==> config.mk <==
export PLATFORM = sky130hd
export DESIGN_NAME = idma_txrx_obi_dp_sequencer
export DESIGN_NICKNAME = d
export VERILOG_FILES = /design/src/rtl/idma_seq_pkg.sv /design/src/rtl/idma_seq_beat_gen.sv /design/src/rtl/idma_txrx_obi_dp_sequencer.sv
export SDC_FILE = /design/constraint.sdc
export NUM_CORES = 1
export LEC_CHECK = 0
export CAP_MARGIN = 20
export CORE_MARGIN = 2
export CORE_UTILIZATION = 63
export CTS_BUF_LIST = sky130_fd_sc_hd__clkbuf_2 sky130_fd_sc_hd__clkbuf_4 sky130_fd_sc_hd__clkbuf_8
export CTS_CLUSTER_DIAMETER = 60
export CTS_CLUSTER_SIZE = 24
export DETAILED_ROUTE_END_ITERATION = 6
export PLACE_DENSITY = 0.93
export SETUP_SLACK_MARGIN = 0.3
export SLEW_MARGIN = 20
export SYNTH_ARGS = -nofsm -noshare
export SYNTH_HDL_FRONTEND = slang
export SYNTH_SLANG_ARGS = --single-unit
==> constraint.sdc <==
create_clock -name clk_i -period 7.1 [get_ports clk_i]
set_input_delay 0.71 -clock clk_i [delete_from_list [all_inputs] [get_ports clk_i]]
set_output_delay 0.71 -clock clk_i [all_outputs]
set_load 0.005 [all_outputs]
==> src/rtl/idma_seq_pkg.sv <==
// rtl/idma_seq_pkg.sv - shared types, widths and beat math for the 1D dp sequencer
package idma_seq_pkg;

  localparam int unsigned DataWidth        = 32;
  localparam int unsigned AddrWidth        = 32;
  localparam int unsigned LenWidth         = 16;
  localparam int unsigned NumAxInFlightDef = 2;
  localparam int unsigned StrbWidth        = DataWidth / 8;
  localparam int unsigned OffW             = $clog2(StrbWidth);
  localparam int unsigned BeatW            = LenWidth + 1;

  typedef logic [AddrWidth-1:0] addr_t;
  typedef logic [LenWidth-1:0]  len_t;
  typedef logic [OffW-1:0]      off_t;
  typedef logic [BeatW-1:0]     beat_t;

  typedef struct packed {
    addr_t src_addr;
    addr_t dst_addr;
    len_t  length;
  } idma_seq_req_t;

  typedef struct packed {
    off_t offset;
    off_t tailer;
    off_t shift;
  } r_dp_req_t;

  typedef struct packed {
    off_t offset;
    off_t tailer;
    off_t shift;
  } w_dp_req_t;

  typedef struct packed {
    logic error;
  } r_dp_rsp_t;

  typedef struct packed {
    logic error;
  } w_dp_rsp_t;

  typedef struct packed {
    addr_t addr;
  } read_meta_channel_t;

  typedef struct packed {
    addr_t addr;
  } write_meta_channel_t;

  typedef enum logic [1:0] {
    SEQ_IDLE,
    SEQ_RUN,
    SEQ_DRAIN,
    SEQ_RESP
  } seq_state_e;

  // Number of bus words touched by len bytes starting at byte offset off.
  function automatic beat_t beat_count(input off_t off, input len_t len);
    logic [LenWidth+1:0] total;
    total = {{(LenWidth+2-OffW){1'b0}}, off} + {2'b00, len} + (LenWidth+2)'(StrbWidth - 1);
    return beat_t'(total >> OffW);
  endfunction

  // Unused bytes at the top of the last word.
  function automatic off_t tail_bytes(input off_t off, input len_t len);
    return off_t'(off_t'(0) - (off + len[OffW-1:0]));
  endfunction

endpackage

==> src/rtl/idma_seq_beat_gen.sv <==
// rtl/idma_seq_beat_gen.sv - per-side beat counter, offset/tailer and meta+dp channel fork
import idma_seq_pkg::*;

module idma_seq_beat_gen #(
  parameter int unsigned InFlightLimit = 0
) (
  input  logic  clk_i,
  input  logic  rst_ni,
  input  logic  start_i,
  input  addr_t addr_i,
  input  len_t  len_i,
  input  off_t  shift_i,
  input  logic  active_i,
  output addr_t meta_addr_o,
  output logic  meta_valid_o,
  input  logic  meta_ready_i,
  output off_t  offset_o,
  output off_t  tailer_o,
  output off_t  shift_o,
  output logic  dp_valid_o,
  input  logic  dp_ready_i,
  input  logic  rsp_fire_i,
  output logic  issued_o,
  output logic  done_o
);

  addr_t base_q;
  off_t  off_q, tail_q, shift_q;
  beat_t nbeats_q, idx_q, pend_q;
  logic  meta_sent_q, dp_sent_q;
  logic  beat_left, may_issue, meta_fire, dp_fire, meta_done, dp_done;

  assign beat_left = (idx_q != nbeats_q);

  // A beat whose dp request already went out must still be allowed to finish its meta.
  if (InFlightLimit == 0) begin : g_unlimited
    assign may_issue = 1'b1;
  end else begin : g_limited
    assign may_issue = dp_sent_q || (pend_q < beat_t'(InFlightLimit));
  end

  assign meta_valid_o = active_i && beat_left && may_issue && !meta_sent_q;
  assign dp_valid_o   = active_i && beat_left && may_issue && !dp_sent_q;
  assign meta_fire    = meta_valid_o && meta_ready_i;
  assign dp_fire      = dp_valid_o && dp_ready_i;
  assign meta_done    = meta_sent_q || meta_fire;
  assign dp_done      = dp_sent_q || dp_fire;

  assign meta_addr_o = base_q + (addr_t'(idx_q) << OffW);
  assign offset_o    = (idx_q == '0) ? off_q : '0;
  assign tailer_o    = (idx_q == nbeats_q - beat_t'(1)) ? tail_q : '0;
  assign shift_o     = shift_q;
  assign issued_o    = !beat_left;
  assign done_o      = !beat_left && (pend_q == '0);

  always_ff @(posedge clk_i or negedge rst_ni) begin
    if (!rst_ni) begin
      base_q      <= '0;
      off_q       <= '0;
      tail_q      <= '0;
      shift_q     <= '0;
      nbeats_q    <= '0;
      idx_q       <= '0;
      pend_q      <= '0;
      meta_sent_q <= 1'b0;
      dp_sent_q   <= 1'b0;
    end else if (start_i) begin
      base_q      <= {addr_i[AddrWidth-1:OffW], {OffW{1'b0}}};
      off_q       <= addr_i[OffW-1:0];
      tail_q      <= tail_bytes(addr_i[OffW-1:0], len_i);
      shift_q     <= shift_i;
      nbeats_q    <= beat_count(addr_i[OffW-1:0], len_i);
      idx_q       <= '0;
      pend_q      <= '0;
      meta_sent_q <= 1'b0;
      dp_sent_q   <= 1'b0;
    end else begin
      if (meta_done && dp_done) begin
        idx_q       <= idx_q + beat_t'(1);
        meta_sent_q <= 1'b0;
        dp_sent_q   <= 1'b0;
      end else begin
        meta_sent_q <= meta_done;
        dp_sent_q   <= dp_done;
      end
      case ({dp_fire, rsp_fire_i})
        2'b10:   pend_q <= pend_q + beat_t'(1);
        2'b01:   pend_q <= pend_q - beat_t'(1);
        default: pend_q <= pend_q;
      endcase
    end
  end

endmodule

==> src/rtl/idma_txrx_obi_dp_sequencer.sv <==
// rtl/idma_txrx_obi_dp_sequencer.sv - sequences one 1D transfer into read/write beat requests
import idma_seq_pkg::*;

module idma_txrx_obi_dp_sequencer #(
  parameter int unsigned NumAxInFlight = NumAxInFlightDef
) (
  input  logic                clk_i,
  input  logic                rst_ni,
  input  idma_seq_req_t       req_i,
  input  logic                req_valid_i,
  output logic                req_ready_o,
  output logic                rsp_o,
  output logic                rsp_valid_o,
  input  logic                rsp_ready_i,
  output read_meta_channel_t  ar_req_o,
  output logic                ar_valid_o,
  input  logic                ar_ready_i,
  output r_dp_req_t           r_dp_req_o,
  output logic                r_dp_valid_o,
  input  logic                r_dp_ready_i,
  input  r_dp_rsp_t           r_dp_rsp_i,
  input  logic                r_dp_valid_i,
  output logic                r_dp_ready_o,
  output write_meta_channel_t aw_req_o,
  output logic                aw_valid_o,
  input  logic                aw_ready_i,
  output w_dp_req_t           w_dp_req_o,
  output logic                w_dp_valid_o,
  input  logic                w_dp_ready_i,
  input  w_dp_rsp_t           w_dp_rsp_i,
  input  logic                w_dp_valid_i,
  output logic                w_dp_ready_o,
  output logic                busy_o
);

  seq_state_e state_q, state_d;
  logic       alive_q, err_q, accept, dp_rsp_ready;
  logic       r_rsp_fire, w_rsp_fire;
  logic       rd_issued, rd_done, wr_issued, wr_done;
  off_t       shift;

  assign accept     = req_valid_i && req_ready_o;
  assign shift      = off_t'(req_i.src_addr[OffW-1:0] - req_i.dst_addr[OffW-1:0]);
  assign r_rsp_fire = r_dp_valid_i && r_dp_ready_o;
  assign w_rsp_fire = w_dp_valid_i && w_dp_ready_o;

  always_comb begin
    state_d      = state_q;
    req_ready_o  = 1'b0;
    rsp_valid_o  = 1'b0;
    rsp_o        = 1'b0;
    dp_rsp_ready = 1'b0;
    case (state_q)
      SEQ_IDLE: begin
        // alive_q keeps ready low for the first cycle after reset is released
        req_ready_o = alive_q;
        if (req_valid_i && alive_q) begin
          state_d = (req_i.length == '0) ? SEQ_RESP : SEQ_RUN;
        end
      end
      SEQ_RUN: begin
        dp_rsp_ready = 1'b1;
        if (rd_issued && wr_issued) state_d = SEQ_DRAIN;
      end
      SEQ_DRAIN: begin
        dp_rsp_ready = 1'b1;
        if (rd_done && wr_done) state_d = SEQ_RESP;
      end
      SEQ_RESP: begin
        rsp_valid_o = 1'b1;
        rsp_o       = err_q;
        if (rsp_ready_i) state_d = SEQ_IDLE;
      end
      default: state_d = SEQ_IDLE;
    endcase
  end

  assign r_dp_ready_o = dp_rsp_ready;
  assign w_dp_ready_o = dp_rsp_ready;
  assign busy_o       = (state_q != SEQ_IDLE);

  always_ff @(posedge clk_i or negedge rst_ni) begin
    if (!rst_ni) begin
      state_q <= SEQ_IDLE;
      alive_q <= 1'b0;
      err_q   <= 1'b0;
    end else begin
      state_q <= state_d;
      alive_q <= 1'b1;
      if (accept) begin
        err_q <= 1'b0;
      end else if ((r_rsp_fire && r_dp_rsp_i.error) || (w_rsp_fire && w_dp_rsp_i.error)) begin
        err_q <= 1'b1;
      end
    end
  end

  idma_seq_beat_gen #(
    .InFlightLimit(0)
  ) i_read_gen (
    .clk_i       (clk_i),
    .rst_ni      (rst_ni),
    .start_i     (accept),
    .addr_i      (req_i.src_addr),
    .len_i       (req_i.length),
    .shift_i     (shift),
    .active_i    (state_q == SEQ_RUN),
    .meta_addr_o (ar_req_o.addr),
    .meta_valid_o(ar_valid_o),
    .meta_ready_i(ar_ready_i),
    .offset_o    (r_dp_req_o.offset),
    .tailer_o    (r_dp_req_o.tailer),
    .shift_o     (r_dp_req_o.shift),
    .dp_valid_o  (r_dp_valid_o),
    .dp_ready_i  (r_dp_ready_i),
    .rsp_fire_i  (r_rsp_fire),
    .issued_o    (rd_issued),
    .done_o      (rd_done)
  );

  idma_seq_beat_gen #(
    .InFlightLimit(NumAxInFlight)
  ) i_write_gen (
    .clk_i       (clk_i),
    .rst_ni      (rst_ni),
    .start_i     (accept),
    .addr_i      (req_i.dst_addr),
    .len_i       (req_i.length),
    .shift_i     (shift),
    .active_i    (state_q == SEQ_RUN),
    .meta_addr_o (aw_req_o.addr),
    .meta_valid_o(aw_valid_o),
    .meta_ready_i(aw_ready_i),
    .offset_o    (w_dp_req_o.offset),
    .tailer_o    (w_dp_req_o.tailer),
    .shift_o     (w_dp_req_o.shift),
    .dp_valid_o  (w_dp_valid_o),
    .dp_ready_i  (w_dp_ready_i),
    .rsp_fire_i  (w_rsp_fire),
    .issued_o    (wr_issued),
    .done_o      (wr_done)
  );

`ifndef SYNTHESIS
  a_r_rsp_legal: assert property (@(posedge clk_i) disable iff (!rst_ni) r_dp_valid_i |-> r_dp_ready_o);
  a_w_rsp_legal: assert property (@(posedge clk_i) disable iff (!rst_ni) w_dp_valid_i |-> w_dp_ready_o);
`endif

endmodule
# Yosys cells after proc, flatten, opt, wreduce, memory -nomap -nowiden
# Index checks and enable logic that the tools add are counted.
# totals
register_bits	178
in_bits	92
wordCells	136
# classes
n_reduce_logical	49
n_addsub	19
mux	32
n_lt_le_gt_ge	1
n_eq_ne	15
# ops
cell	n
$mux 17	6
$add 17x1->17 const B	4
$logic_not 17->1	4
$pmux 17 s2	2
$add 32x19->32	2
$add 18x2->18 const B	2
$add 2x16->17	2
$eq 17x17->1	2
$ne 17x16->1	2
$sub 16x1->17 const B	2
$sub 17x1->17 const B	2
$logic_and 1x1->1	23
$mux 2	9
$lt 17x2->1 const B	1
$logic_not 16->1	1
$mux 1	14
$eq 2x2->1 const B	4
$ne 2x2->1 const B	4
$pmux 2 s4	1
$reduce_bool 2->1	4
$eq 2x1->1 const B	3
$logic_not 1->1	6
$logic_or 1x1->1	6
$reduce_bool 3->1	2
6 further kinds	8

# Longest topological paths before layout
# logic_depth
depth_word	9
mapped_depth	14

# Modules after synthesis
# A second synthesis with hierarchy kept.
# hier_totals
cells_unflattened	1541
hier_area_um2	13492.9
# by_module_without_submodules
module	instances	area_each_um2	seq_area_each_um2	cells_per_inst
idma_seq_beat_gen at i_write_gen	1	6767.7	2202.1	760
idma_seq_beat_gen at i_read_gen	1	6367.4	2177.1	739
idma_txrx_obi_dp_sequencer	1	357.8	100.1	42

# Worst setup path after synthesis
# OpenSTA, ideal clock, no wires.
# synth_timing
path_kind	reg-to-reg
start	register i_read_gen.idx_q[4]
end	register i_read_gen.pend_q[14]
period_less_slack_ns	4.583
path_slack_ns	2.517
stages_incl_launch_ff	14
arrival_ns	4.462
required_time_ns	6.979
path_buffers	0
setup_ns	0.121
path_cell_list	dfrtp_1 -> xor2_1 -> or2_2 -> or4_1 -> or2_2 -> a21oi_1 -> ha_1 -> a211oi_1 -> o21a_1 -> o31ai_1 -> o41ai_1 -> o21bai_1 -> xor2_1 -> a22o_1
# synth_via
elab_chain_cells	7
word_cells_on_any_way	9
cone_classes	eq/ne: 3; mux: 2; reduce/logical: 4
# synth_lines
item	line	text
start: declaration	idma_seq_beat_gen.sv:29	beat_t nbeats_q, idx_q, pend_q;
start signal: assignment	idma_seq_beat_gen.sv:79	idx_q <= idx_q + beat_t'(1);
$ne 17x16->1 *	idma_seq_beat_gen.sv:33	assign beat_left = (idx_q != nbeats_q);
$logic_and 1x1->1 * (2 in a row)	idma_seq_beat_gen.sv:43	assign dp_valid_o = active_i && beat_left && may_issue && !dp_sent_q;
$logic_and 1x1->1 *	idma_seq_beat_gen.sv:45	assign dp_fire = dp_valid_o && dp_ready_i;
$eq 2x1->1 / $eq 2x2->1 (equally long branches)	idma_seq_beat_gen.sv:86	case ({dp_fire, rsp_fire_i})
$pmux 17 s2	idma_seq_beat_gen.sv:86	
$mux 17	idma_seq_beat_gen.sv:67	end else if (start_i) begin
end signal: assignment	idma_seq_beat_gen.sv:87	2'b10: pend_q <= pend_q + beat_t'(1);
end signal: assignment	idma_seq_beat_gen.sv:88	2'b01: pend_q <= pend_q - beat_t'(1);
end signal: assignment	idma_seq_beat_gen.sv:89	default: pend_q <= pend_q;
end: declaration	idma_seq_beat_gen.sv:29	
# Every way passes the cells marked *; elsewhere a longest branch is shown, timed or not.
# A chain may end at the register's enable or synchronous reset.

==> results.yml <==
setup_path:
  rr_worst_depth: 14
  crit_chain: "or4_1 -> nor3_1 -> a211o_1 -> o211ai_1 -> a2111oi_0 -> o211ai_1 -> nor2_1 -> clkdlybuf4s50_1"
  cp_common_cell: "o211ai_1"
  startpoint_type: "flop"
  r2r_setup_slack_ns: 2.41
  cp_slowest_cell: "or4_1"
  cpLargestDelayFamily: "simple AND/OR/NAND/NOR gates"
  crit_type: "flop to primary output"
  critical_path_arrival_ns: 4.16
  rr_endpoint: "i_read_gen.pend_q[14]"
  cp_num_buf_inv: 1
  critPathMaxStageDelay_ns: 0.71
  worst-path-max-fanout: 9
  worstPathRequired_ns: 6.39
  cp-end-kind: "primary output"
  worstReg2RegStart: "i_read_gen.idx_q[4]"
sta:
  rsz0062_at_grt: "no"
  max_slew_margin: 0.219
  drv_slew: 0
  tns_ns: 0
  final-hold-violation-count: 0
  finalClockSkew_ns: 0.0186
  fin_crit_ns: 4.87
  worst_slack_ns: 2.23
  finalSetupViolCount: 0
  max_freq_mhz: 205
  tightest_slew_ns: 1.17
  period_share: 0.685
drt:
  via_per_inst: 6.21
  vias: 12780
  ant_nets: 0
  drt_first_pass_iters: 5
  drc_errors: 0
  routed_wl_um: 35900
  drt_iter0_drc: 839
  drt-wirelength-per-cell_um: 17.5
clocking:
  post_cts_buffers: 0
  insertion_delay_ns: 0.49
  root_buffer: "clkbuf_8"
  path_clk_slew_ns: 0.11
  cts_hold_buf: 0
  cts_buffer_depth: 2
  cts_resized: 0
  cts_sinks: 178
  numCtsBuffers: 17
  htree_num_levels: 4
  cts_tree: "yes"
cells_and_area:
  design_area_um2: 15900
  nFillCells: 1558
  drive_gt1_frac: 0.0387
  final_core_util: 0.751
  instances_no_fill: 2059
  finalNetCount: 1950
  area_growth_pct: 16.2
logic_synthesis:
  yosys.area.top_type: "dfrtp_1"
  yosysMostFrequentCell: "nand2_1"
  synth_cell_type_count: 82
  synthCells: 1645
  yosysWarningCount: 0
  ys_ff_latch: 178
  synth_top_family_by_area: "simple AND/OR/NAND/NOR gates"
  synthMuxAreaShare: 0.0103
  synth.area.top_cells: "dfrtp_1 33%, nand2_1 8.2%, ha_1 7.5%, xnor2_1 6.8%, xor2_1 4.4%"
  synth_top_area_frac: 0.326
  synth-seq-area-share: 0.326
  synth_fa_ha_area_frac: 0.0838
  synth_area_um2: 13700
  async_flop_share: 1.00
  synthSimpleGateAreaFrac: 0.245
  synth_flop_cell: "dfrtp_1"
  synth_compound_area_frac: 0.180
  avgSynthCellArea_um2: 8.31
  synth-edff-count: 0
  synth_common_cells: "300 x nand2_1, 178 x dfrtp_1, 106 x xnor2_1"
  synth_xor_xnor_area_share: 0.112
placed_design:
  postPlaceCellArea_um2: 15500
  dpl_worst_slack_ns: 2.53
  dp_cells: 2026
  dp_hpwl_um: 26600
  portBuffers: 173
  place_congestion: 0.909
power:
  power_leakage_nw: 7.11
  power_density_nw_per_um2: 377
  ir_drop_uv: 267
job:
  maxCapViolations: 0
die:
  start_util: 0.646
  die_h_um: 151
  rows: 53
  core_area_um2: 21200
  io_pins: 178
  die_area_um2: 22900
  die_w_um: 151
global_routing:
  grt_usage: 0.319
  grt_overflow_total: 0
  grt_antenna_before_repair: 0
  grt_max_degree: 104
  grt_pass1_vias: 12299
  grt_pass1_wl_um: 59100
outcome:
  status: "complete, no violations"
min_path:
  hp-class: "primary input to async pin"
-- registers in the layout, summed over array words and instances, names as in the netlist, 16 cells and up --
name                  flops
i_read_gen.nbeats_q      16
i_write_gen.base_q       30
i_read_gen.idx_q         17
i_write_gen.idx_q        17
i_read_gen.base_q        30
i_read_gen.pend_q        17
i_write_gen.nbeats_q     16
i_write_gen.pend_q       17
-- power breakdown --
part           total [mW]  internal (mW)  switching (mW)
combinational        3.44           1.66            1.78
sequential           1.84           1.41           0.436
clock               0.721          0.292           0.429
total                6.00           3.36            2.64
-- cell usage in the layout (no fill, tap or decap), drive strengths merged, types with 16 or more instances in the layout --
| cell | netlist | layout |
|---|---|---|
| xnor2 | 106 | 106 |
| a31oi | 16 | 16 |
| a21oi | 85 | 85 |
| nor2 | 91 | 91 |
| inv | 59 | 66 |
| nand4 | 29 | 29 |
| xor2 | 69 | 69 |
| clkdlybuf4s50 | 0 | 172 |
| a22o | 18 | 18 |
| or3 | 25 | 25 |
| a21o | 28 | 28 |
| nor4 | 33 | 33 |
| nor3 | 36 | 36 |
| and2 | 18 | 18 |
| dfrtp | 178 | 178 |
| ha | 82 | 82 |
| and3 | 31 | 31 |
| o31ai | 22 | 22 |
| nand2 | 300 | 300 |
| clkbuf | 51 | 18 |
| nand3 | 53 | 53 |
| or4 | 16 | 16 |
| o211ai | 19 | 19 |
| o21ai | 73 | 73 |
-- cell families (layout without fill, tap and decap cells) --
| group | after synthesis | count (layout) |
|---|---|---|
| DFF | 178 | 178 |
| adders and majority gates | 88 | 88 |
| other | 2 | 6 |
| muxes | 14 | 14 |
| AOI/OAI and AO/OA | 357 | 357 |
| and+or+nand+nor | 693 | 693 |
| buffers and inverters | 138 | 273 |
| xor gates and xnor gates | 175 | 175 |
-- final cells by class --
type,instances,area [µm²],share of cell area
multi-input combinational,1332,8680,0.546
clock buffer,18,241,0.0152
tap,275,344,0.0217
inverter,59,224,0.0141
sequential,178,4450,0.280
clock inverter,14,141,0.00890
timing repair buffer,182,1800,0.113
antenna,1,2.50,0.000157
-- through the flow --
step / total power [mW] / hold slack [ns]
after global placement: 5.10 / 0.452
after floorplan: 4.07 / 0.414
final: 6.00 / 0.157
after detailed placement: 5.24 / 0.455
after global routing: 6.48 / 0.178
after CTS: 5.97 / 0.167
-- worst max path at each step --
stage / startpoint / end / slack [ns] / cells past startpoint
after floorplan: i_read_gen.idx_q[4] / i_read_gen.pend_q[14] / 2.52 / 13
after global placement: i_read_gen.idx_q[3] / i_read_gen.pend_q[14] / 2.69 / 14
after detailed placement: i_read_gen.idx_q[15] / i_read_gen.pend_q[14] / 2.53 / 14
after CTS: i_read_gen.nbeats_q[2] / r_dp_req_o[2] / 2.27 / 8
after global routing: i_read_gen.nbeats_q[2] / r_dp_req_o[2] / 1.93 / 8
final: i_read_gen.nbeats_q[2] / r_dp_req_o[3] / 2.23 / 8
-- layer usage --
| metal | vias to the layer above | part of all wire | global-route usage |
|---|---|---|---|
| met5 | - | 0 | 0 |
| met4 | 0 | 0.022 | 0.101 |
| met3 | 67 | 0.071 | 0.0557 |
| met2 | 506 | 0.47 | 0.524 |
| met1 | 6092 | 0.43 | 0.431 |
| li1 | 6115 | - | - |
No activity file was read; power rests on OpenSTA's default activity.
